===== src/rtl/fetch_queue_if.sv =====
// Fetch-queue bus: IF-side push port, ID-side head/pop port, flush and occupancy.
// Ports: in_* (IF -> queue, with in_ready back), *_out/out_valid (queue -> ID, with out_ready back),
//        flush (redirect from the back end), count (occupancy seen by the back end).
interface fetch_queue_if #(
  parameter int DEPTH     = 8,
  parameter int GHR_WIDTH = 5
);
  localparam int CW = $clog2(DEPTH) + 1;

  logic                 flush;
  logic                 in_valid;
  logic                 in_ready;
  logic                 is_branch_taken_in;
  logic [GHR_WIDTH-1:0] pht_index_in;
  logic [31:0]          pc_in;
  logic [31:0]          inst_in;
  logic                 out_valid;
  logic                 out_ready;
  logic                 is_branch_taken_out;
  logic [GHR_WIDTH-1:0] pht_index_out;
  logic [31:0]          pc_out;
  logic [31:0]          inst_out;
  logic [CW-1:0]        count;

  // The queue itself.
  modport slave (
    input  flush, in_valid, is_branch_taken_in, pht_index_in, pc_in, inst_in, out_ready,
    output in_ready, out_valid, is_branch_taken_out, pht_index_out, pc_out, inst_out, count
  );

  // The surrounding pipeline (IF producer + ID consumer).
  modport master (
    output flush, in_valid, is_branch_taken_in, pht_index_in, pc_in, inst_in, out_ready,
    input  in_ready, out_valid, is_branch_taken_out, pht_index_out, pc_out, inst_out, count
  );
endinterface


===== src/rtl/fetch_queue.sv =====
// Instruction buffer between IF and ID: DEPTH-entry circular queue of {taken, pht_index, pc, inst}.
// Latency: a pushed entry is visible at the head one cycle later (no bypass); 1 push + 1 pop per cycle.
// Backpressure: in_ready drops when full (no same-cycle slot reuse) or on flush; head held until out_ready.
// Ports: clk, rst (async active-low), bus (fetch_queue_if.slave).
module fetch_queue #(
  parameter int DEPTH     = 8,   // power of two, >= 2
  parameter int GHR_WIDTH = 5
) (
  input  logic           clk,
  input  logic           rst,
  fetch_queue_if.slave   bus
);
  localparam int AW = $clog2(DEPTH);

  typedef struct packed {
    logic                 taken;
    logic [GHR_WIDTH-1:0] pht_index;
    logic [31:0]          pc;
    logic [31:0]          inst;
  } entry_t;

  entry_t        mem_q [DEPTH];
  logic [AW:0]   wr_ptr_q, wr_ptr_d;
  logic [AW:0]   rd_ptr_q, rd_ptr_d;
  logic          empty, full, push, pop;
  entry_t        head, wr_entry;

  always_comb begin
    empty = (wr_ptr_q == rd_ptr_q);
    // Same slot index, opposite lap: the writer is a full lap ahead.
    full  = (wr_ptr_q[AW-1:0] == rd_ptr_q[AW-1:0]) && (wr_ptr_q[AW] != rd_ptr_q[AW]);

    // Handshake qualifiers come from pointers, rst and flush only, never from in_valid/out_ready.
    bus.in_ready  = rst & ~full  & ~bus.flush;
    bus.out_valid = rst & ~empty & ~bus.flush;

    push = bus.in_valid  & bus.in_ready;
    pop  = bus.out_valid & bus.out_ready;

    wr_entry = '{taken:     bus.is_branch_taken_in,
                 pht_index: bus.pht_index_in,
                 pc:        bus.pc_in,
                 inst:      bus.inst_in};

    // Head reads as all-zero (nop at pc 0) whenever it is not valid.
    head = bus.out_valid ? mem_q[rd_ptr_q[AW-1:0]] : '0;
    bus.is_branch_taken_out = head.taken;
    bus.pht_index_out       = head.pht_index;
    bus.pc_out              = head.pc;
    bus.inst_out            = head.inst;

    // Modular difference is exact across wraps because pointers carry one extra bit.
    bus.count = wr_ptr_q - rd_ptr_q;

    wr_ptr_d = wr_ptr_q;
    rd_ptr_d = rd_ptr_q;
    if (bus.flush) begin
      wr_ptr_d = '0;
      rd_ptr_d = '0;
    end else begin
      if (push) wr_ptr_d = wr_ptr_q + 1'b1;
      if (pop)  rd_ptr_d = rd_ptr_q + 1'b1;
    end
  end

  always_ff @(posedge clk or negedge rst) begin
    if (!rst) begin
      wr_ptr_q <= '0;
      rd_ptr_q <= '0;
    end else begin
      wr_ptr_q <= wr_ptr_d;
      rd_ptr_q <= rd_ptr_d;
    end
  end

  // Entry storage is never cleared: a stale slot is unreachable once the pointers say empty.
  always_ff @(posedge clk) begin
    if (push) mem_q[wr_ptr_q[AW-1:0]] <= wr_entry;
  end
endmodule


===== src/flat_wrapper.sv =====
// flat-port wrapper written by rule: the top's interface ports become plain ports
module fetch_queue_flat 
#(
  parameter int DEPTH     = 8,                        
  parameter int GHR_WIDTH = 5
)
  (clk, rst, bus_flush, bus_in_valid, bus_is_branch_taken_in, bus_pht_index_in, bus_pc_in, bus_inst_in, bus_out_ready, bus_in_ready, bus_out_valid, bus_is_branch_taken_out, bus_pht_index_out, bus_pc_out, bus_inst_out, bus_count);
  fetch_queue_if #(.DEPTH(DEPTH), .GHR_WIDTH(GHR_WIDTH)) bus_i ();
  input  logic clk;
  input  logic rst;
  input wire logic [$bits(bus_i.flush)-1:0] bus_flush;
  input wire logic [$bits(bus_i.in_valid)-1:0] bus_in_valid;
  input wire logic [$bits(bus_i.is_branch_taken_in)-1:0] bus_is_branch_taken_in;
  input wire logic [$bits(bus_i.pht_index_in)-1:0] bus_pht_index_in;
  input wire logic [$bits(bus_i.pc_in)-1:0] bus_pc_in;
  input wire logic [$bits(bus_i.inst_in)-1:0] bus_inst_in;
  input wire logic [$bits(bus_i.out_ready)-1:0] bus_out_ready;
  output wire logic [$bits(bus_i.in_ready)-1:0] bus_in_ready;
  output wire logic [$bits(bus_i.out_valid)-1:0] bus_out_valid;
  output wire logic [$bits(bus_i.is_branch_taken_out)-1:0] bus_is_branch_taken_out;
  output wire logic [$bits(bus_i.pht_index_out)-1:0] bus_pht_index_out;
  output wire logic [$bits(bus_i.pc_out)-1:0] bus_pc_out;
  output wire logic [$bits(bus_i.inst_out)-1:0] bus_inst_out;
  output wire logic [$bits(bus_i.count)-1:0] bus_count;
  assign bus_i.flush = bus_flush;
  assign bus_i.in_valid = bus_in_valid;
  assign bus_i.is_branch_taken_in = bus_is_branch_taken_in;
  assign bus_i.pht_index_in = bus_pht_index_in;
  assign bus_i.pc_in = bus_pc_in;
  assign bus_i.inst_in = bus_inst_in;
  assign bus_i.out_ready = bus_out_ready;
  assign bus_in_ready = bus_i.in_ready;
  assign bus_out_valid = bus_i.out_valid;
  assign bus_is_branch_taken_out = bus_i.is_branch_taken_out;
  assign bus_pht_index_out = bus_i.pht_index_out;
  assign bus_pc_out = bus_i.pc_out;
  assign bus_inst_out = bus_i.inst_out;
  assign bus_count = bus_i.count;
  fetch_queue #(.DEPTH(DEPTH), .GHR_WIDTH(GHR_WIDTH)) u_core (.clk(clk), .rst(rst), .bus(bus_i));
endmodule

===== config.mk =====
export PLATFORM = sky130hd
export DESIGN_NAME = fetch_queue_flat
export DESIGN_NICKNAME = d
export VERILOG_FILES = /design/src/rtl/fetch_queue_if.sv /design/src/rtl/fetch_queue.sv /design/src/flat_wrapper.sv
export SDC_FILE = /design/constraint.sdc
export NUM_CORES = 1
export LEC_CHECK = 0
export CORE_ASPECT_RATIO = 1.25
export CORE_UTILIZATION = 59
export DETAILED_ROUTE_END_ITERATION = 6
export GPL_ROUTABILITY_DRIVEN = 0
export HOLD_SLACK_MARGIN = 0.02
export PLACE_DENSITY_LB_ADDON = 0.12
export SLEW_MARGIN = 25
export SYNTH_ARGS = -nofsm -noshare
export SYNTH_HDL_FRONTEND = slang
export SYNTH_SLANG_ARGS = --single-unit

===== constraint.sdc =====
create_clock -name clk -period 8.5 [get_ports clk]
set_input_delay 1.7 -clock clk [delete_from_list [all_inputs] [get_ports clk]]
set_output_delay 1.7 -clock clk [all_outputs]
set_load 0.01 [all_outputs]

After elaboration in Yosys (flattened, before gate mapping):

Memory sizes are Yosys's and may differ from the RTL's.
Cells that the tools add are included.

* register bits after elaboration: 8
* bits in writable memories: 560
* output and inout bits: 76
* logic and storage cells: 28
* memories kept: 1

* $add $sub $neg: 3
* equality and inequality tests: 3
* muxes and demuxes: 7
* bitwise logic cells: 9
* reduce and logical (&&, ||, !) cells: 3

Memory list
* u_core.mem_q: words 8, width 70, rd ports 1, clocked after Yosys merged registers in 0, write ports 1, line fetch_queue.sv:22 `entry_t mem_q [DEPTH];`

Operators by type and width (count)
* $mux 70: 1
* $mux 4: 4
* $add 4x1->4 const B: 2
* $and 1x1->1: 6
* $eq 4x4->1: 1
* $reduce_bool 2->1: 2
* $sub 4x4->4: 1
* $eq 3x3->1: 1
* $not 1->1: 3
* $mux 1: 2
* $logic_and 1x1->1: 1
* $ne 1x1->1: 1

Depth between registers and ports, before layout:

* depth in word-level cells: 8
* gate-level depth with buffers: 8

Worst setup path after synthesis:

OpenSTA, ideal clock, no wires.

* kind: in2reg
* start: input port bus_flush
* end: memory u_core.mem_q[0][0] (netlist bit), enable pin
* setup time: 0.584 ns
* arrival time: 7.079 ns
* setup slack: 0.837 ns
* stages on the path: 3
* path buffers: 1
* path through: clkbuf_1 -> or3_1 -> nor3_1

* longest elaborated chain between the ends: 5

Ends and longest elaborated chain
* from (decl): line flat_wrapper.sv:11 `input wire logic [$bits(bus_i.flush)-1:0] bus_flush;`
* $not 1->1: line fetch_queue.sv:34 `bus.in_ready = rst & ~full & ~bus.flush;`
* $and 1x1->1: line fetch_queue.sv:34
* $and 1x1->1: line fetch_queue.sv:37 `push = bus.in_valid & bus.in_ready;`
* $mux 1: line fetch_queue.sv:78 `if (push) mem_q[wr_ptr_q[AW-1:0]] <= wr_entry;`
* $mux 1 (implied by the code): line fetch_queue.sv:78
* to (decl): line fetch_queue.sv:22

Every way passes these cells.

Worst setup path in the final report:

* start: input port rst
* end: output port bus_inst_out[23]

* longest elaborated chain between the ends: 3

Ends and longest elaborated chain
* from (decl): line flat_wrapper.sv:10 `input logic rst;`
* $and 1x1->1 (2 in a row): line fetch_queue.sv:35 `bus.out_valid = rst & ~empty & ~bus.flush;`
* $mux 70: line fetch_queue.sv:46 `head = bus.out_valid ? mem_q[rd_ptr_q[AW-1:0]] : '0;`
* to (decl): line flat_wrapper.sv:23 `output wire logic [$bits(bus_i.inst_out)-1:0] bus_inst_out;`

Every way passes these cells.

==> flow_summary.ini <==
[global_routing]
overflow = 0
first_global_vias = 11420
grt_max_degree = 120
grt_usage_pct = 23.71
grt_pass1_wl_um = 67520
antenna_found_initial = 2

[clock_network]
htreeDepth = 2
clkLatencyLatePin_ns = 0.58
cts_buffer_depth = 3
cts.reportedPaths.clkPinSlew_ns = 0.06
numCtsBuffers = 52
cts-root-buf = clkbuf_16
cts_tree = done
cts.repair.resized = 0
holdBufCountCts = 0
cts_setup_buffers = 0
cts_sinks = 568

[route]
vias_per_cell = 6.094
drtPass1Iterations = 5
drtAntennaViolNets = 0
drc = 0
routedWlPerCell_um = 24.62
wl_um = 44600
vias = 11040
drt_iter0_drc = 805

[floorplan]
rows = 79
die-area_mm2 = 0.03886
die_w_um = 176.5
die_y_um = 220.1
start_util_pct = 60.11
core_mm2 = 0.03736
top_level_ports = 151

[sta]
fin_setup_tns_ns = 0
worstMarginPinSlew_ns = 1.018
finClkSkew_ns = 0.02938
setup_viol = 0
period_needed_ns = 6.288
hold_viol = 0
clock.fmax_mhz = 159.0
grt_setup_unrepaired = false
maxSlewHeadroom_pct = 31.95
finalMaxSlewViolations = 0
setup_slack_ns = 2.212
final.period_utilization_pct = 73.97
hold_ws_ns = 0.6017

[synth]
netlist_instances = 1125
yosys-top-cells-area = edfxtp_1 (75%), mux4_2 (7.0%), a2111oi_2 (4.7%)
syn_nets = 1206
synth_top_area_share_pct = 74.87
postSynthRegisterBits = 568
synthSimpleGateAreaFrac_pct = 3.833
ys_types = 34
ys_seq_area_share_pct = 75.76
ys.warnings.count = 0
synth_top_family_by_area = multiplexers
netlist_area_mm2 = 0.02246
synth-xor-area-share_pct = 0.2340
synth_compound_area_share_pct = 7.348
yosysTopAreaCell = edfxtp_1
yosys-mux-area-fraction_pct = 10.23
yosys.area_share.adder_pct = 0.3677
syn_avg_cell_area_um2 = 19.96

[layout]
syn2layout_area_growth_pct = 16.11
num-nets-final = 1365
drive_above_1_share_pct = 18.49
finalNonFillerCells = 1812

[worst_setup_path]
required_ns = 6.80
cp_slowest_cell = clkdlybuf4s50_1
worst_path_most_repeated_cell = clkdlybuf4s50_1
endpoint_kind = output pin
crit_type = in2out
cp_cell_sequence = clkdlybuf4s50_1 -> nand2b_1 -> o21bai_4 -> buf_4 -> a2111oi_2 -> clkdlybuf4s50_1
cp_max_fo = 39
cp-start-kind = primary input
cp_data_arrival_time_ns = 4.59
cpPeakStageDelay_ns = 0.82

[place]
hpwl_um = 24560
dp_worst_setup_slack_ns = 2.201
port_buffers = 150
dp.cells = 1716

[power_and_ir_drop]
power.total_uw = 5601
power_leakage_uw = 0.007795
vdd_drop_max_v = 0.0002010
power.density_mw_per_mm2 = 214.8

[min_path]
min_path_type = reg2reg

[status]
status = finished, final reports clean

[job]
drv_cap = 0
## cells in the final DEF, fill, tap and decap left out, types with 5 or more instances in the layout
| master | instances |
|---|---|
| nor2_1 | 77 |
| clkbuf_16 | 53 |
| edfxtp_1 | 560 |
| mux4_2 | 70 |
| buf_4 | 18 |
| nand2_1 | 5 |
| inv_1 | 8 |
| clkdlybuf4s50_1 | 150 |
| mux2i_1 | 71 |
| clkinv_1 | 13 |
| clkinv_2 | 7 |
| clkbuf_1 | 16 |
| ha_1 | 5 |
| a2111oi_2 | 70 |
| nor2b_1 | 71 |
| a211oi_1 | 70 |
| dfrtp_1 | 5 |
| nor2_4 | 7 |
## layer usage
metal	track usage [%]	wire, µm	up-vias
li1	-	-	4947
met1	29.84	17440	5737
met2	41.95	23750	279
met3	4.296	2245	78
met4	7.299	1160	2
met5	0	11	-
## flip-flops by register name (all words and copies together) (netlist names)
name,count
u_core.mem_q,560
u_core.wr_ptr_q,4
u_core.rd_ptr_q,4
## critical path, delay by kind of cell
family                 cells  cell delay (ns)
AOI/OAI and AO/OA          2             0.76
and+or+nand+nor            1             0.19
buffers and inverters      3             1.84
## cell usage after synthesis
library cell	number
or3_1	4
nor3_1	2
inv_1	8
mux4_2	70
fa_1	1
nor2b_1	71
nand3_1	2
nor2_1	84
a21oi_1	3
clkbuf_1	14
buf_6	9
a211oi_1	70
mux2_2	1
ha_1	5
o21bai_1	1
edfxtp_1	560
dfrtp_1	8
nand2_1	6
mux2i_1	71
a21o_1	1
or4_1	1
xnor2_1	4
xor2_1	2
o211ai_1	2
o2111ai_1	1
buf_12	5
nand3b_1	1
nand4_1	1
buf_2	37
nand2b_1	2
a2111oi_2	70
o21ai_1	1
o21ai_0	3
buf_4	4
## per-stage QoR
| step | utilization, % | cell area [µm²] |
|---|---|---|
| after floorplan | - | 22460 |
| after global placement | 65.23 | 24370 |
| after detailed placement | 65.45 | 24460 |
| after CTS | 69.76 | 26060 |
| after global routing | 69.79 | 26080 |
| final | 69.80 | 26080 |
## worst paths after layout
path,depth (start not counted),slack (ns),start,endpoint
max,6,2.21,rst,bus_inst_out[23]
min,2,0.60,u_core.wr_ptr_q[3],u_core.wr_ptr_q[3]
max reg2reg,7,4.24,u_core.rd_ptr_q[0],u_core.mem_q[6][37]
min reg2reg,2,0.60,u_core.wr_ptr_q[3],u_core.wr_ptr_q[3]
max in group asynchronous,1,6.61,rst,u_core.rd_ptr_q[1]
min in group asynchronous,1,1.47,rst,u_core.wr_ptr_q[2]
## layout make-up
cell class / instances / area, µm²
Antenna cell: 1 / 2.502
Clock buffer: 69 / 1386
Clock inverter: 26 / 221.5
Fill cell: 2359 / 11280
Inverter: 8 / 30.03
Multi-Input combinational cell: 480 / 5035
Sequential cell: 568 / 17030
Tap cell: 486 / 608.1
Timing Repair Buffer: 174 / 1770
## power breakdown
| part | switching, µW | leakage (µW) | internal, µW |
|---|---|---|---|
| Sequential | 13.7 | 0.00515 | 3100 |
| Combinational | 146 | 0.00186 | 124 |
| Clock | 959 | 0.000785 | 1260 |
| Total | 1120 | 0.00779 | 4480 |
## kinds of logic after synthesis
kind of cell	Yosys count
AO/OA/AOI/OAI	152
flip-flops	568
adder cells (fa/ha/maj)	6
buffers and inverters	77
XOR/XNOR	6
AND/OR/NAND/NOR	174
multiplexers	142
(Power assumes the default switching activity.)
